### src/rtl/tanh_pwl_pkg.sv
`default_nettype none
// ============================================================================
// Module   : tanh_pwl_pkg
// Brief    : Mode encoding and WIDTH-derived breakpoints for the tanh unit.
// Revision : 1.0 - initial release
// ============================================================================
package tanh_pwl_pkg;

    typedef enum logic {
        TANH_MODE_PWL  = 1'b0,
        TANH_MODE_HARD = 1'b1
    } tanh_mode_e;

    // 0.5 in the Q2.(WIDTH-2) input format
    function automatic int tanh_half(input int width);
        return 1 << (width - 3);
    endfunction

    function automatic int tanh_thresh(input int width);
        return 3 * tanh_half(width);
    endfunction

    function automatic int tanh_max(input int width);
        return (1 << (width - 1)) - 1;
    endfunction

    // 0.25 in the Q1.(WIDTH-1) output format
    function automatic int tanh_offset(input int width);
        return 1 << (width - 3);
    endfunction

endpackage
`default_nettype wire

### src/rtl/tanh_pwl_lane.sv
`default_nettype none
// ============================================================================
// Module   : tanh_pwl_lane
// Brief    : Combinational |x| -> |y| mapping for one lane (PWL or hard tanh).
// Revision : 1.0 - initial release
// ============================================================================
module tanh_pwl_lane
    import tanh_pwl_pkg::*;
#(
    parameter int WIDTH = 8
) (
    input  logic [WIDTH-1:0] i_mag,
    input  tanh_mode_e       i_mode,
    output logic [WIDTH-1:0] o_y
);

    localparam logic [WIDTH:0] c_half   = (WIDTH+1)'(tanh_half(WIDTH));
    localparam logic [WIDTH:0] c_thresh = (WIDTH+1)'(tanh_thresh(WIDTH));
    localparam logic [WIDTH:0] c_max    = (WIDTH+1)'(tanh_max(WIDTH));
    localparam logic [WIDTH:0] c_offset = (WIDTH+1)'(tanh_offset(WIDTH));

    logic [WIDTH:0] w_mag;
    logic [WIDTH:0] w_dbl;
    logic [WIDTH:0] w_raw;

    // One extra bit so |-2.0| doubled does not wrap before the clamp
    assign w_mag = {1'b0, i_mag};
    assign w_dbl = {i_mag, 1'b0};

    always_comb begin
        w_raw = c_max;
        if (i_mode == TANH_MODE_HARD) begin
            w_raw = w_dbl;
        end else if (w_mag < c_half) begin
            w_raw = w_dbl;
        end else if (w_mag < c_thresh) begin
            w_raw = w_mag + c_offset;
        end
        o_y = (w_raw > c_max) ? c_max[WIDTH-1:0] : w_raw[WIDTH-1:0];
    end

endmodule
`default_nettype wire

### src/rtl/tanh_pwl_stream.sv
`default_nettype none
// ============================================================================
// Module   : tanh_pwl_stream
// Brief    : 3-stage streaming tanh unit, CHANNELS lanes, valid/ready both
//            sides. Define TANH_PWL_SAT_STATS_EN to add the sat_count port.
// Revision : 1.0 - initial release
// ============================================================================
module tanh_pwl_stream
    import tanh_pwl_pkg::*;
#(
    parameter int WIDTH    = 8,
    parameter int CHANNELS = 4
) (
    input  logic                      clk,
    input  logic                      rst_n,
    input  logic                      in_valid,
    output logic                      in_ready,
    input  logic                      in_mode,
    input  logic [CHANNELS*WIDTH-1:0] in_data,
    output logic                      out_valid,
    input  logic                      out_ready,
    output logic [CHANNELS*WIDTH-1:0] out_data
`ifdef TANH_PWL_SAT_STATS_EN
    ,
    output logic [31:0]               sat_count
`endif
);

    localparam logic [WIDTH-1:0] c_max = WIDTH'(tanh_max(WIDTH));

    logic                           w_adv;
    logic [CHANNELS-1:0]            w_sign;
    logic [CHANNELS-1:0][WIDTH-1:0] w_abs;
    logic [CHANNELS-1:0][WIDTH-1:0] w_lane_y;
    logic [CHANNELS-1:0][WIDTH-1:0] w_out;

    logic                           r_s1_valid;
    tanh_mode_e                     r_s1_mode;
    logic [CHANNELS-1:0]            r_s1_sign;
    logic [CHANNELS-1:0][WIDTH-1:0] r_s1_mag;

    logic                           r_s2_valid;
    logic [CHANNELS-1:0]            r_s2_sign;
    logic [CHANNELS-1:0][WIDTH-1:0] r_s2_mag;

    logic                           r_s3_valid;
    logic [CHANNELS-1:0][WIDTH-1:0] r_s3_data;

    // Whole pipeline moves in lock-step; bubbles are kept, not squeezed out
    assign w_adv     = ~r_s3_valid | out_ready;
    assign in_ready  = w_adv;
    assign out_valid = r_s3_valid;
    assign out_data  = r_s3_data;

    for (genvar k = 0; k < CHANNELS; k++) begin : g_lane
        logic [WIDTH-1:0] w_x;

        assign w_x       = in_data[k*WIDTH +: WIDTH];
        assign w_sign[k] = w_x[WIDTH-1];
        assign w_abs[k]  = w_x[WIDTH-1] ? -w_x : w_x;

        tanh_pwl_lane #(
            .WIDTH (WIDTH)
        ) u_lane (
            .i_mag  (r_s1_mag[k]),
            .i_mode (r_s1_mode),
            .o_y    (w_lane_y[k])
        );

        assign w_out[k] = r_s2_sign[k] ? -r_s2_mag[k] : r_s2_mag[k];
    end : g_lane

    always_ff @(posedge clk or negedge rst_n) begin
        if (!rst_n) begin
            r_s1_valid <= 1'b0;
            r_s1_mode  <= TANH_MODE_PWL;
            r_s1_sign  <= '0;
            r_s1_mag   <= '0;
            r_s2_valid <= 1'b0;
            r_s2_sign  <= '0;
            r_s2_mag   <= '0;
            r_s3_valid <= 1'b0;
            r_s3_data  <= '0;
        end else if (w_adv) begin
            r_s1_valid <= in_valid;
            r_s2_valid <= r_s1_valid;
            r_s3_valid <= r_s2_valid;
            if (in_valid) begin
                r_s1_mode <= tanh_mode_e'(in_mode);
                r_s1_sign <= w_sign;
                r_s1_mag  <= w_abs;
            end
            if (r_s1_valid) begin
                r_s2_sign <= r_s1_sign;
                r_s2_mag  <= w_lane_y;
            end
            if (r_s2_valid) begin
                r_s3_data <= w_out;
            end
        end
    end

`ifdef TANH_PWL_SAT_STATS_EN
    logic [31:0] r_sat_count;
    logic [31:0] w_sat_inc;
    logic [32:0] w_sat_sum;

    always_comb begin
        w_sat_inc = '0;
        for (int k = 0; k < CHANNELS; k++) begin
            if (r_s2_mag[k] == c_max) begin
                w_sat_inc = w_sat_inc + 32'd1;
            end
        end
        w_sat_sum = {1'b0, r_sat_count} + {1'b0, w_sat_inc};
    end

    // Counted as the beat leaves S2, so a held beat is counted exactly once
    always_ff @(posedge clk or negedge rst_n) begin
        if (!rst_n) begin
            r_sat_count <= '0;
        end else if (w_adv && r_s2_valid) begin
            r_sat_count <= w_sat_sum[32] ? '1 : w_sat_sum[31:0];
        end
    end

    assign sat_count = r_sat_count;
`endif

endmodule
`default_nettype wire

### config.mk
export PLATFORM = sky130hd
export DESIGN_NAME = tanh_pwl_stream
export DESIGN_NICKNAME = d
export VERILOG_FILES = /design/src/rtl/tanh_pwl_pkg.sv /design/src/rtl/tanh_pwl_lane.sv /design/src/rtl/tanh_pwl_stream.sv
export SDC_FILE = /design/constraint.sdc
export NUM_CORES = 1
export LEC_CHECK = 0
export CAP_MARGIN = 20
export CELL_PAD_IN_SITES_DETAIL_PLACEMENT = 0
export CELL_PAD_IN_SITES_GLOBAL_PLACEMENT = 1
export CORE_UTILIZATION = 43
export DETAILED_ROUTE_END_ITERATION = 8
export GPL_ROUTABILITY_DRIVEN = 0
export PLACE_DENSITY = 0.83
export SETUP_SLACK_MARGIN = 0.02
export SYNTH_ARGS = -nofsm -noshare
export SYNTH_HDL_FRONTEND = slang
export SYNTH_SLANG_ARGS = --single-unit
### constraint.sdc
create_clock -name clk -period 2.1 [get_ports clk]
set_input_delay 0.63 -clock clk [delete_from_list [all_inputs] [get_ports clk]]
set_output_delay 0.63 -clock clk [all_outputs]
set_load 0.03 [all_outputs]
* Yosys cells after proc, flatten, opt, wreduce, memory -nomap -nowiden
Cells that the tools add are included.
** Storage, ports and cells
- Register bits :: 108
- Output and inout port bits :: 34
- Logic and storage cells :: 71
** Cells by class
- Magnitude comparators :: 12
- Multiplexer cells :: 24
- $add $sub $neg :: 12
- Bitwise logic cells :: 2
- Reduce and logical (&&, ||, !) cells :: 3
** Operators with widths (number)
- $mux 9 :: 12
- $mux 8 :: 12
- $neg 8->8 :: 8
- $add 8x6->9 const B :: 4
- $gt 9x7->1 const B :: 4
- $lt 8x6->1 const B :: 4
- $lt 8x7->1 const B :: 4
- $reduce_and 2->1 :: 3
- $not 1->1 :: 1
- $or 1x1->1 :: 1

* Depth between registers and ports, before layout
Gate-level depths: netlist (run 1).
- Word-level depth :: 6
- Gate-level depth with buffers :: 7

* Hierarchy
A second synthesis (run 1) with hierarchy kept.
** Second synthesis, totals
- Cells, all modules :: 603
- Area total of the unflattened synthesis :: 5980.7 um^2
** By module, submodules not included
- tanh_pwl_stream :: cells each 463, times used 1, sequential area each 2702.6 um^2, area each 5059.9 um^2
- tanh_pwl_lane :: cells each 35, times used 4, sequential area each 0.0 um^2, area each 230.2 um^2

* Least setup slack after synthesis (run 1)
Ideal clock, no wire load.
- Path kind :: input to register
- From :: in in_data[0]
- To :: reg r_s1_mag[6] (netlist bit)
- Data required time :: 1.964 ns
- Slack :: 0.236 ns
- Setup time :: 0.136 ns
- Stages :: 6
- Path buffers :: 0
- Data arrival time :: 1.728 ns
- Cells stage by stage :: inv_1 ha_1 or3b_2 o31ai_1 xor2_1 o21ai_0
** Between the ends
- Word-level cells in the longest chain between the ends :: 2
** RTL lines
- from (decl) :: line tanh_pwl_stream.sv:19 : input logic [CHANNELS*WIDTH-1:0] in_data,
- $neg 8->8 :: line tanh_pwl_stream.sv:60 : assign w_abs[k] = w_x[WIDTH-1] ? -w_x : w_x;
- $mux 8 :: line tanh_pwl_stream.sv:60
- to (signal assigned) :: line tanh_pwl_stream.sv:91 : r_s1_mag <= w_abs;
- to (decl) :: line tanh_pwl_stream.sv:40 : logic [CHANNELS-1:0][WIDTH-1:0] r_s1_mag;
Every way passes these cells.
A chain may end at the register's enable or synchronous reset.

* Final worst setup path (run 1)
- From :: in out_ready
- To :: out in_ready
** Between the ends
- Word-level cells in the longest chain between the ends :: 1
** RTL lines
- from (decl) :: line tanh_pwl_stream.sv:21 : input logic out_ready,
- $or 1x1->1 :: line tanh_pwl_stream.sv:50 : assign w_adv = ~r_s3_valid | out_ready;
- to (decl) :: line tanh_pwl_stream.sv:17 : output logic in_ready,
Every way passes these cells.

==> impl_metrics.json, run 1 <==
{
  "powerDensity_nw_per_um2": 1340,
  "cts_tree": "built",
  "utilization": 0.559,
  "required_ns": 1.47,
  "diodes": 0,
  "grt_setup_unrepaired": "true",
  "yosys-top-cells-count": "dfrtp_1 (108), nand2_1 (90), o21ai_0 (78)",
  "finalNonFillerCells": 862,
  "synth.net_count": 657,
  "clock_path_buffers": 2,
  "routedWlPerCell_um": 13.6,
  "dieArea_sq_um": 13800,
  "fin_nets": 734,
  "ff2ff_setup_slack_ns": 0.36,
  "maxSlewHeadroom": 0.687,
  "dr.max_layer_used": "met4",
  "postCtsHoldBufs": 0,
  "critPathLaunchType": "input port",
  "htreeDepth": 3,
  "setup_viol": 0,
  "clk_latency_ns": 0.35,
  "rows": 41,
  "outcome": "finished, final reports clean",
  "worstPathMaxFanout": 8,
  "io_buffers": 70,
  "die_height_um": 118,
  "ant_nets": 0,
  "maxSlewViolCount": 0,
  "gr-total-overflow": 0,
  "end_kind": "primary output",
  "netlist_area_sq_um": 5750,
  "dp_cells": 847,
  "io_pins": 71,
  "async_flop_share": 1.00,
  "cts_root_buf": "clkbuf_16",
  "wl_met2_um": 5020,
  "clk_pin_slew_ns": 0.07,
  "drt_iter0_markers": 267,
  "ys_types": 46,
  "synth_top_area_cell": "dfrtp_1",
  "syn_inst": 608,
  "fin_ws_ns": 0.0480,
  "die_x_um": 118,
  "wl_met3_um": 468,
  "ff2ff_path_depth": 6,
  "r2r_start": "r_s2_mag[16]",
  "fin_crit_ns": 2.05,
  "drc": 0,
  "fmax_ghz": 0.487,
  "grt_pass1_vias": 4088,
  "ys_ff_latch": 108,
  "antenna_found_initial": 0,
  "grt_pass1_wl_um": 20000,
  "dpl_cell_area_sq_um": 6850,
  "synth_flop_cell": "dfrtp_1",
  "final_area_sq_um": 7160,
  "vdd_drop_max_mv": 0.495,
  "met1Wirelength_um": 6050,
  "synth_edf_count": 0,
  "p_leak_nw": 3.12,
  "yosysSeqAreaShare": 0.470,
  "dp_worst_setup_slack_ns": -0.299,
  "yosysWarnings": 0,
  "r2r_end": "out_data[22]",
  "numCtsBuffers": 9,
  "n_fill_cell": 1135,
  "dr.pass1.iters": 6,
  "hp-class": "in -> async",
  "fin_total_pwr_mw": 9.59,
  "hold_slack_ns": 0.214,
  "synthTopCellsByArea": "dfrtp_1 (47%), o21ai_0 (6.8%), nand2_1 (5.9%)",
  "seq_area_sq_um": 2700,
  "vias": 4419,
  "wl_um": 11700,
  "clock-skew-final_ns": 0.00600,
  "initial_core_util": 0.449,
  "fin_tns_setup_ns": 0,
  "grt_start_max_net_pins": 33,
  "grtUsageTotal": 0.177,
  "drive_gt1_frac": 0.109,
  "areaGrowthSynthToFinish_pct": 24.5,
  "drv_cap": 0,
  "core_area_sq_um": 12800,
  "criticalPathCategory": "in -> out",
  "routed_via_density": 5.13,
  "dp_hpwl_um": 8980,
  "cp.arrival_ns": 1.42,
  "yosys.area.top_type_share": 0.470,
  "final_hold_viol_count": 0,
  "multiInputGateArea_sq_um": 2800,
  "clock_sinks": 108,
  "avgSynthCellArea_sq_um": 9.46,
  "finalCritPeriodShare": 0.977,
  "yosysMostFrequentCell": "dfrtp_1",
  "cts_setup_buffers": 0,
  "tightest_slew_ns": 0.467
}
-- placed cells by master, fill, tap and decap left out, types with 8 or more instances in the layout --
| cell type | count |
|---|---|
| nor3_1 | 8 |
| o21ai_0 | 78 |
| ha_1 | 12 |
| xor2_1 | 30 |
| o22a_1 | 29 |
| dfrtp_1 | 108 |
| inv_1 | 25 |
| nand2_1 | 89 |
| a21oi_1 | 8 |
| clkdlybuf4s50_1 | 67 |
| nor2_1 | 33 |
| buf_4 | 32 |
| xnor2_1 | 17 |
| clkbuf_16 | 9 |
| o31ai_1 | 9 |
| mux2i_1 | 12 |
| nor2b_1 | 8 |
| o32a_1 | 12 |
-- worst max-delay path, cell delays in order --
cell and delay, ns:
clkdlybuf4s50_1 0.46, nand2b_4 0.18, buf_6 0.15
-- sequential cells by signal, indices dropped and copies added (netlist names) --
name	cells
r_s2_mag	32
out_data	32
r_s1_mode	1
r_s1_valid	1
r_s1_mag	32
r_s2_sign	4
r_s2_valid	1
r_s1_sign	4
out_valid	1
-- worst max-delay path by stage --
stage               slack, ns            to        start
finish                   0.05      in_ready    out_ready
global route           0.0006  r_s1_mag[22]  in_data[17]
CTS                      0.04     out_valid    out_valid
floorplan                0.24   r_s1_mag[6]   in_data[0]
global placement        -0.25  r_s1_mag[22]  in_data[17]
detailed placement      -0.30  r_s1_mag[22]  in_data[17]
-- routing by layer --
metal,GRT usage,vias up
met5,0,-
met4,0.0697,0
met3,0.0242,11
met2,0.269,80
met1,0.256,2033
li1,-,2295
-- power by group --
part           internal, mW  total [mW]  switching (mW)
clock network         0.930        1.69           0.758
logic                  2.02        4.25            2.23
registers              2.86        3.65           0.790
-- cells by family (layout without fill, tap and decap cells) --
group	count (synthesis)	in the layout	share of synthesized area
compound gates	179	179	0.212
simple gates	179	179	0.143
flops	108	108	0.470
buf+inv	66	148	0.0467
xor+xnor	47	47	0.0715
mux	17	17	0.0307
fa+ha+maj	12	12	0.0261
-- cell type report --
| type | count | share of cell area |
|---|---|---|
| Tap cell | 172 | 0.0300 |
| Timing Repair Buffer | 107 | 0.147 |
| Clock inverter | 5 | 0.00873 |
| Multi-Input combinational cell | 434 | 0.391 |
| Clock buffer | 11 | 0.0325 |
| Sequential cell | 108 | 0.377 |
| Inverter | 25 | 0.0131 |
-- repair_timing --
| item | 4_1_cts | 5_1_grt |
|---|---|---|
| pin swaps | 0 | 0 |
| cloned | 0 | 0 |
| endpoints found under the setup margin | 1 | 3 |
| resized for setup | 3 | 3 |
Note: power is estimated with default switching activity, not from simulation.
==> run 2, diff against run 1 <==
--- a/config.mk
+++ b/config.mk
@@ -13,6 +13,7 @@
 export GPL_ROUTABILITY_DRIVEN = 0
 export PLACE_DENSITY = 0.83
 export SETUP_SLACK_MARGIN = 0.02
+export SLEW_MARGIN = 30
 export SYNTH_ARGS = -nofsm -noshare
 export SYNTH_HDL_FRONTEND = slang
 export SYNTH_SLANG_ARGS = --single-unit
==> results of run 2 <==
The final DEF is identical to that of run 1; final timing and power are the same.
